**src/rtl/decoder38_pkg.sv**
```systemverilog
// decoder38_pulse shared definitions
// FSM states and code/output widths
package decoder38_pkg;

    localparam int CODE_W = 3;
    localparam int OUT_W  = 8;

    typedef enum logic [1:0] {
        IDLE  = 2'd0,
        PULSE = 2'd1,
        GAP   = 2'd2
    } state_t;

endpackage

```
**src/rtl/dec38.sv**
```systemverilog
// dec38: combinational 3-to-8 one-hot decoder
// Output has exactly one bit set for every code
module dec38
    import decoder38_pkg::*;
(
    input  logic [CODE_W-1:0] code,
    output logic [OUT_W-1:0]  onehot
);

    // Set the single line selected by the code
    always_comb begin
        onehot       = '0;
        onehot[code] = 1'b1;
    end

endmodule

```
**src/rtl/decoder38_pulse.sv**
```systemverilog
// decoder38_pulse: handshaked code -> timed one-hot pulse
// Pulse, then idle gap, then ready again; sticky seen record
module decoder38_pulse
    import decoder38_pkg::*;
#(
    parameter int PULSE_LEN = 4,
    parameter int GAP_LEN   = 1
) (
    input  logic              clk,
    input  logic              rst,
    input  logic [CODE_W-1:0] x,
    input  logic              x_valid,
    output logic              x_ready,
    input  logic              clr,
    output logic [OUT_W-1:0]  y,
    output logic              y_valid,
    output logic              busy,
    output logic [OUT_W-1:0]  seen
);

    localparam int MAX_LEN = (PULSE_LEN > GAP_LEN) ? PULSE_LEN : GAP_LEN;
    localparam int CW      = $clog2(MAX_LEN + 1);

    localparam logic [CW-1:0] P_LOAD = CW'(PULSE_LEN - 1);
    localparam logic [CW-1:0] G_LOAD = CW'((GAP_LEN > 0) ? GAP_LEN - 1 : 0);

    state_t            state;
    logic [CW-1:0]     cnt;
    logic [OUT_W-1:0]  dec_y;
    logic              accept;

    dec38 u_dec (
        .code   (x),
        .onehot (dec_y)
    );

    assign x_ready = (state == IDLE) && !rst;
    assign accept  = x_valid && x_ready;
    assign busy    = (state != IDLE);

    // Sequence IDLE -> PULSE -> (GAP) -> IDLE, counter reloaded per state
    always_ff @(posedge clk) begin
        if (rst) begin
            state   <= IDLE;
            cnt     <= '0;
            y       <= '0;
            y_valid <= 1'b0;
        end else begin
            unique case (state)
                IDLE: begin
                    if (accept) begin
                        state   <= PULSE;
                        cnt     <= P_LOAD;
                        y       <= dec_y;
                        y_valid <= 1'b1;
                    end
                end
                PULSE: begin
                    if (cnt == '0) begin
                        y       <= '0;
                        y_valid <= 1'b0;
                        if (GAP_LEN > 0) begin
                            state <= GAP;
                            cnt   <= G_LOAD;
                        end else begin
                            state <= IDLE;
                        end
                    end else begin
                        cnt <= cnt - CW'(1);
                    end
                end
                GAP: begin
                    if (cnt == '0) begin
                        state <= IDLE;
                    end else begin
                        cnt <= cnt - CW'(1);
                    end
                end
                default: begin
                    state   <= IDLE;
                    cnt     <= '0;
                    y       <= '0;
                    y_valid <= 1'b0;
                end
            endcase
        end
    end

    // Sticky record of fired lines; a clear with an accept keeps only the new bit
    always_ff @(posedge clk) begin
        if (rst) begin
            seen <= '0;
        end else if (accept) begin
            seen <= (clr ? '0 : seen) | dec_y;
        end else if (clr) begin
            seen <= '0;
        end
    end

endmodule

```
**config.mk**
```make
export PLATFORM = sky130hd
export DESIGN_NAME = decoder38_pulse
export DESIGN_NICKNAME = d
export VERILOG_FILES = /design/src/rtl/decoder38_pkg.sv /design/src/rtl/dec38.sv /design/src/rtl/decoder38_pulse.sv
export SDC_FILE = /design/constraint.sdc
export NUM_CORES = 1
export LEC_CHECK = 0
export CAP_MARGIN = 10
export CORE_MARGIN = 2
export CORE_UTILIZATION = 50
export DETAILED_ROUTE_END_ITERATION = 12
export PLACE_DENSITY_LB_ADDON = 0.1
export SKIP_LAST_GASP = 1
export SLEW_MARGIN = 10
export SYNTH_ARGS = -nofsm -noshare
export SYNTH_HDL_FRONTEND = slang
export SYNTH_HIERARCHICAL = 1
export SYNTH_SLANG_ARGS = --single-unit
```
**constraint.sdc**
```tcl
create_clock -name clk -period 2 [get_ports clk]
set_input_delay 0.3 -clock clk [delete_from_list [all_inputs] [get_ports clk]]
set_output_delay 0.3 -clock clk [all_outputs]
set_load 0.01 [all_outputs]
```
# After elaboration in Yosys (flattened, before gate mapping)
# Cells that the tools add are included.
# totals
ramBits	0
memories	0
reg_bits	22
elab_cells	44
output_inout_bits	19
latch_bits	0
in_bits	7
romBits	0
# classes
mux	18
bitwise	2
div	0
order_cmp	2
n_mul	0
add_sub_neg	1
n_reduce_logical	10
shift	0
n_eq_ne	6
# op_table
cell	n
2-to-1 mux 8 bit	4
one-hot mux 8 bit (3 select lines)	1
2-to-1 mux 3 bit	3
one-hot mux 3 bit (3 select lines)	1
!= test 2 bit (second input constant)	4
bitwise OR 8 bit	1
2-to-1 mux 2 bit	3
one-hot mux 2 bit (3 select lines)	1
AND reduction 3 bit	2
less-than comparator 3 x 4 -> 1 bit (second input constant)	1
demux 1 bit (select 3 bit)	1
greater-or-equal comparator 3 x 1 -> 1 bit (second input constant)	1
logical AND 1 bit	3
zero test 3 bit	1
2-to-1 mux 1 bit	3
one-hot mux 1 bit (3 select lines)	1
subtractor 3 x 1 -> 3 bit (second input constant)	1
equality test 2 x 1 -> 1 bit (second input constant)	1
equality test 2 bit (second input constant)	1
zero test 2 bit	1
AND reduction 2 bit	1
nonzero test 2 bit	1
zero test 1 bit	1
NOT 1 bit	1

# Longest topological paths before layout
# Gate-level depths: netlist of the first run.
# logic_depth
ltp_word	6
depth_mapped	7
ltp_nobuf	6

# Modules after synthesis
# The synthesis of the first run kept the hierarchy.
# by_module_without_submodules
mod	cells_each	seq_area_each_um2	area_each_um2	n_inst
decoder38_pulse	85	440.4	910.9	1
dec38	8	0.0	65.1	1

# Worst setup path before layout of the first run
# No wires, ideal clock.
# synth_path
path_kind	reg2reg
startpoint	register state[1]
endpoint	register seen[0]
setup_time_ns	0.060
setup_slack_ns	0.739
required_time_ns	1.940
path_buffers	3
arrival_time_ns	1.201
path_stages_with_launch	7
period_less_slack_ns	1.261
cell_sequence	dfxtp_1 buf_6 nor3_2 and2_4 buf_8 buf_12 a22o_1
# synth_between
elab_chain_cells	4
# synth_rtl
item	line	source
start, declared	decoder38_pulse.sv:27	state_t state;
start signal, assigned	decoder38_pulse.sv:44	state <= IDLE;
start signal, assigned	decoder38_pulse.sv:52	state <= PULSE;
start signal, assigned	decoder38_pulse.sv:63	state <= GAP;
zero test 2 bit	decoder38_pulse.sv:37	assign x_ready = (state == IDLE) && !rst;
logical AND 1 bit	decoder38_pulse.sv:37	
named net x_ready	decoder38_pulse.sv:13	output logic x_ready,
logical AND 1 bit	decoder38_pulse.sv:38	assign accept = x_valid && x_ready;
2-to-1 mux 8 bit	decoder38_pulse.sv:93	end else if (accept) begin
end signal, assigned	decoder38_pulse.sv:94	seen <= (clr ? '0 : seen) | dec_y;
end, declared	decoder38_pulse.sv:18	output logic [OUT_W-1:0] seen
# The timed path passes the listed nets, and every way through them passes these cells.
# A chain may end at the register's enable or synchronous reset.

# Worst setup path in the final report of the first run
# layout_path
startpoint	register state[1]
endpoint	output port busy
# layout_between
elab_chain_cells	1
# layout_rtl
item	line	source
nonzero test 2 bit	decoder38_pulse.sv:39	assign busy = (state != IDLE);
end, declared	decoder38_pulse.sv:17	output logic busy,
# No other way between the ends.

==> results of run 1 <==
[logic make-up after synthesis]
kind of cell / count (synthesis) / share of synthesized area [%]
DFF: 22 / 45.1
muxes: 2 / 2.05
adders and majority gates: 2 / 2.56
and+or+nand+nor: 30 / 18.8
xor gates and xnor gates: 1 / 0.898
buffers and inverters: 8 / 6.67
AOI/OAI and AO/OA: 28 / 23.8
[layer usage]
layer  vias up  wire length, um  track usage, %
met5         -                0               0
met1       409              958            28.0
met4         0               19            5.95
met3         3              111            5.56
met2        24             1020            36.3
li1        390                -               -
[synth_stat cells, types with 2 or more instances]
cell type,instances
o21ai_0,2
nor3_1,3
nand3_1,2
nor2_1,6
ha_1,2
a22oi_1,3
nor2b_1,2
mux2i_1,2
a22o_1,15
and3b_2,3
inv_1,4
nand2b_1,2
dfxtp_1,22
nand2_1,3
nor3b_1,3
[critical path, cell delays in order (launching register included)]
cell,delay [ns]
dfxtp_1,0.55
inv_1,0.12
nand2_1,0.10
clkdlybuf4s50_1,0.54
[path summary, 6_finish.rpt]
kind,start,endpoint,slack (ns),cells after the start
setup / recovery,state[1]$_SDFFE_PP0P_,busy,0.08,3
hold / removal,y[5]$_SDFFE_PP0P_,y[5]$_SDFFE_PP0P_,0.49,1
setup reg to reg,cnt[0]$_SDFFE_PP0P_,y[2]$_SDFFE_PP0P_,0.48,6
hold reg to reg,y[5]$_SDFFE_PP0P_,y[5]$_SDFFE_PP0P_,0.49,1
[cells in the final DEF (no fill, tap or decap)]
master | Yosys | final
nor2_2 | 1 | 1
a22oi_1 | 3 | 3
nand2_1 | 3 | 3
ha_1 | 2 | 2
a31oi_1 | 1 | 1
nand3_1 | 2 | 2
nand2b_1 | 2 | 2
nor2_1 | 6 | 6
nor3b_1 | 3 | 3
o21bai_1 | 1 | 1
nand3b_1 | 1 | 1
dfxtp_2 | 0 | 1
o31ai_1 | 1 | 1
mux2i_1 | 2 | 2
a21oi_1 | 1 | 1
a22o_1 | 15 | 15
o21ba_1 | 1 | 1
xnor2_1 | 1 | 1
clkbuf_4 | 0 | 3
clkdlybuf4s50_1 | 0 | 25
buf_4 | 0 | 1
and3_2 | 1 | 1
nor3_1 | 3 | 3
a21boi_1 | 1 | 1
bufinv_16 | 0 | 1
dfxtp_1 | 22 | 21
a21oi_4 | 1 | 1
and2b_1 | 1 | 1
o21ai_0 | 2 | 2
and2_4 | 1 | 1
inv_1 | 4 | 4
nor2b_1 | 2 | 2
nor3_2 | 1 | 1
a21oi_2 | 1 | 1
and3b_2 | 3 | 3
[power breakdown]
part	total, mW	switching [mW]	internal, mW	leakage [nW]
Sequential	0.496	0.0280	0.468	0.179
Combinational	0.252	0.130	0.122	0.295
Clock	0.344	0.141	0.203	0.0279
Total	1.09	0.299	0.793	0.502
[stage by stage]
step           area (um2)  hold slack [ns]  cells  setup slack, ns  util, %
5_1_grt              1270            0.510    144           0.0213     71.2
3_5_place_dp         1210            0.456    140            0.247     68.1
2_1_floorplan         976            0.474     93            0.739        -
6_report             1270            0.488    144           0.0806     71.2
3_3_place_gp         1210            0.455    140            0.282     68.1
4_1_cts              1270            0.492    144           0.0489     71.1
[state kept, by name (all words and copies together), names as in the netlist]
register and flops:
cnt 3, seen 8, state 2, y 8
y_valid 1
[area by class of cell]
class | count | area [um2]
Inverter | 4 | 15.0
Timing Repair Buffer | 26 | 258
Clock inverter | 1 | 30.0
Multi-Input combinational cell | 63 | 470
Clock buffer | 3 | 22.5
Fill cell | 148 | 514
Sequential cell | 22 | 442
Tap cell | 25 | 31.3
==> results.cfg, run 1 <==
[clocking]
clk_pin_slew_ns = 0.13
cts_setup_buffers = 0
cts_hold_buf = 0
clock-sinks = 22
cts_max_path_buffers = 2
cts_resized = 0
clock_latency_ns = 0.31
cts_tree = built
cts_root_buf = clkbuf_4
cts_made_buffers = 3
cts-htree-levels = 1

[worst_setup_path]
critPathLaunchType = flip-flop
cp-end-kind = primary output
crit_path_max_fanout = 9
critPathRequiredTime_ns = 1.70
worstSetupPathType = flip-flop to primary output
critPathArrivalTime_ns = 1.62

[synthesis]
synth_flop_cell = dfxtp_1
syn-cell-area_um2 = 976
yosysTopAreaCellShare_pct = 45.1
avgSynthCellArea_um2 = 10.5
synthTopCellsByArea = dfxtp_1 (45%), a22o_1 (13%), and3b_2 (3.1%)
ys_seq_area_share_pct = 45.1
netlist_instances = 93
synth-warning-count = 6
synth_async_sr_flop_share_pct = 0
ys_seq_elements = 22
synth_edf_count = 0
synth_nets = 102
yosys.cell_types.count = 34
yosys.area.top_type = dfxtp_1

[place]
place_congestion = 0.790
hpwl_um = 1460
portBuffers = 25

[timing]
worst_clock_skew_ns = 0.00519
hold_viol = 0
rsz0062_at_grt = no
tightest_slew_ns = 0.546
fmax_mhz = 521
setup_violations = 0
finalMaxSlewViolations = 0
post-route-period-util_pct = 96.0
period_minus_slack_ns = 1.92
finalSetupTns_ns = 0
timing.slew.headroom_pct = 63.5

[grt]
grt_max_degree = 18
antenna_found_initial = 0
track_usage_pct = 21.8
grt_overflow = 0
grt_pass1_wl_um = 3480
grt_pass1_vias = 782

[min_path]
min_path_type = flip-flop to flip-flop

[power_and_ir_drop]
p_leak_nw = 0.502
max-vdd-ir-drop_v = 0.000643
fin_total_pwr_mw = 1.09
power_density_nw_per_um2 = 861

[detailed_routing]
totalWireLength_um = 2110
vias_per_cell = 5.74
ant_nets = 0
drc_errors = 0
drt_first_pass_iters = 4
vias = 826
wire_per_inst_um = 14.7
drtIter0Drc = 13

[floorplanning]
die_w_um = 48.2
core_um2 = 1780
die_area_um2 = 2320
initial_core_util_pct = 54.7
ios = 26
die_h_um = 48.2
rows = 15

[finish]
area_growth_pct = 30.0
diodes = 0
fin_nets = 129
layout-drive-gt1-share_pct = 12.6

[job]
maxCapViolations = 0

[status]
outcome = completed
Note: power is estimated with default switching activity, not from simulation.
==> run 2: changes to the inputs <==
--- a/config.mk
+++ b/config.mk
@@ -7,7 +7,8 @@
 export LEC_CHECK = 0
 export CAP_MARGIN = 10
 export CORE_MARGIN = 2
-export CORE_UTILIZATION = 50
+export CORE_UTILIZATION = 53
+export CTS_BUF_LIST = sky130_fd_sc_hd__clkbuf_8
 export DETAILED_ROUTE_END_ITERATION = 12
 export PLACE_DENSITY_LB_ADDON = 0.1
 export SKIP_LAST_GASP = 1
==> run 2 against run 1 <==
Routed wire length down 5.6%. Clock-buffer cell count unchanged. Hold slack worse by 0.0074 ns. Sequential power about the same. Flip-flop and latch count unchanged. Register-to-register slack gained 0.02 ns. Combinational power about the same. Critical path type unchanged. Core utilization grew 3.3 points. Maximum frequency is 1.2% higher. Die area down 5.2%.
==> results.cfg, run 2 (same netlist as run 1, synthesis figures left out) <==
[detailed_routing]
drc_errors = 0
totalWireLength_um = 2000
wire_per_inst_um = 13.9
vias_per_cell = 5.61
ant_nets = 0
vias = 808
drtIter0Drc = 17
drt_first_pass_iters = 4

[min_path]
min-delay-start = y[4]$_SDFFE_PP0P_
holdPathEnd = y[4]$_SDFFE_PP0P_
holdPathStages = 1
min_path_type = flip-flop to flip-flop

[grt]
grt_max_degree = 18
grt_pass1_wl_um = 3320
antenna_found_initial = 0
track_usage_pct = 21.0
grt_overflow = 0
grt_pass1_vias = 772

[finish]
stdcell_count = 144
diodes = 0
layout-drive-gt1-share_pct = 11.8
fillerInstances = 132
area_growth_pct = 31.8
final_common_cell = clkdlybuf4s50_1
fin_nets = 129
utilization_pct = 74.5
final_cell_mix = clkdlybuf4s50_1 (25), dfxtp_1 (22), a22o_1 (15), nor2_1 (6), inv_1 (4)
largestRegisters = seen: 8 flops, y: 8 flops, cnt: 3 flops
design_area_um2 = 1290

[floorplanning]
initial_core_util_pct = 56.5
rows = 15
ios = 26
die_area_um2 = 2200
die_w_um = 46.9
core_um2 = 1730
die_h_um = 46.9

[clocking]
cts_hold_buf = 0
cts_max_path_buffers = 2
clock_latency_ns = 0.26
clk_pin_slew_ns = 0.08
cts-htree-levels = 1
cts_tree = built
cts_root_buf = clkbuf_8
cts_setup_buffers = 0
cts_resized = 0
clock-sinks = 22
cts_made_buffers = 3

[place]
hpwl_um = 1400
place_congestion = 0.827
dpl.cell_count = 140
portBuffers = 25
pre_cts_slack_ns = 0.263
dpl_cell_area_um2 = 1210

[timing]
hold_viol = 0
finalMaxSlewViolations = 0
worst_clock_skew_ns = 0.00478
period_minus_slack_ns = 1.90
tightest_slew_ns = 0.522
timing.slew.headroom_pct = 65.0
post-route-period-util_pct = 94.8
setup_ws_ns = 0.103
finalSetupTns_ns = 0
setup_violations = 0
rsz0062_at_grt = no
fmax_mhz = 527

[worst_setup_path]
critPathRequiredTime_ns = 1.70
cp-end-kind = primary output
worstSetupPathType = flip-flop to primary output
critPathArrivalTime_ns = 1.60
ff2ff_setup_slack_ns = 0.50
timing.rr.end = y[1]$_SDFFE_PP0P_
rr_worst_depth = 6
crit_start = state[0]$_SDFFE_PP0P_
critPathLaunchType = flip-flop
crit_path_max_fanout = 7
regToRegStartpoint = cnt[0]$_SDFFE_PP0P_

[status]
outcome = completed

[power_and_ir_drop]
pwr-share-comb_pct = 21.5
max-vdd-ir-drop_v = 0.000721
p_leak_nw = 0.510
seq_power_share_pct = 42.8
clkPwrFrac_pct = 35.7
cell_internal_pwr_uw = 856
power_density_nw_per_um2 = 899
p_sw_uw = 300
swShare_pct = 25.9

[job]
maxCapViolations = 0
-- run 2: area by class of cell --
cell class                 instances  area [um2]  share of cell area (%)
multi-input combinational         63         470                    36.6
sequential                        22         440                    34.2
timing repair buffer              26         258                    20.0
clock buffer                       3        41.3                    3.21
tap                               25        31.3                    2.43
clock inverter                     1        30.0                    2.33
inverter                           4        15.0                    1.17
-- run 2: layer usage --
layer | vias to the layer above | routed length [um] | GRT usage [%]
met5 | - | 0 | 0
met4 | 0 | 15 | 6.67
met3 | 4 | 89 | 3.85
met2 | 23 | 936 | 34.2
met1 | 388 | 955 | 28.2
li1 | 393 | - | -
-- run 2: metrics by stage --
step / power, mW / hold WS (ns)
4_1_cts: 1.16 / 0.481
2_1_floorplan: 0.676 / 0.474
5_1_grt: 1.21 / 0.504
3_3_place_gp: 0.745 / 0.456
3_5_place_dp: 0.749 / 0.459
6_report: 1.16 / 0.480
-- run 2: power groups by stage --
stage          logic, mW  clock network [mW]  registers, mW
3_5_place_dp       0.246                   0          0.503
2_1_floorplan      0.174                   0          0.501
3_3_place_gp       0.242                   0          0.502
5_1_grt            0.277               0.437          0.498
4_1_cts            0.249               0.419          0.493
6_report           0.249               0.413          0.494
-- run 2: how the worst max path moves through the flow --
stage	cells past startpoint	slack, ns	to
final	3	0.10	busy
after global routing	3	0.02	busy
after CTS	3	0.12	busy
after detailed placement	3	0.26	x_ready
after global placement	3	0.28	x_ready
after floorplan	6	0.74	seen[0]$_SDFF_PP0_
-- run 2: worst max-delay path: stages, from the launching register on --
cell and delay, ns:
dfxtp_1 0.50, inv_1 0.18, nand2_1 0.12, clkdlybuf4s50_1 0.53
==> run 3: changes to the inputs <==
--- a/config.mk
+++ b/config.mk
@@ -9,6 +9,7 @@
 export CORE_MARGIN = 2
 export CORE_UTILIZATION = 53
 export CTS_BUF_LIST = sky130_fd_sc_hd__clkbuf_8
+export CTS_CLUSTER_DIAMETER = 40
 export DETAILED_ROUTE_END_ITERATION = 12
 export PLACE_DENSITY_LB_ADDON = 0.1
 export SKIP_LAST_GASP = 1
==> results of run 3 <==
No change in the layout: final DEF, timing and power equal those of run 2.
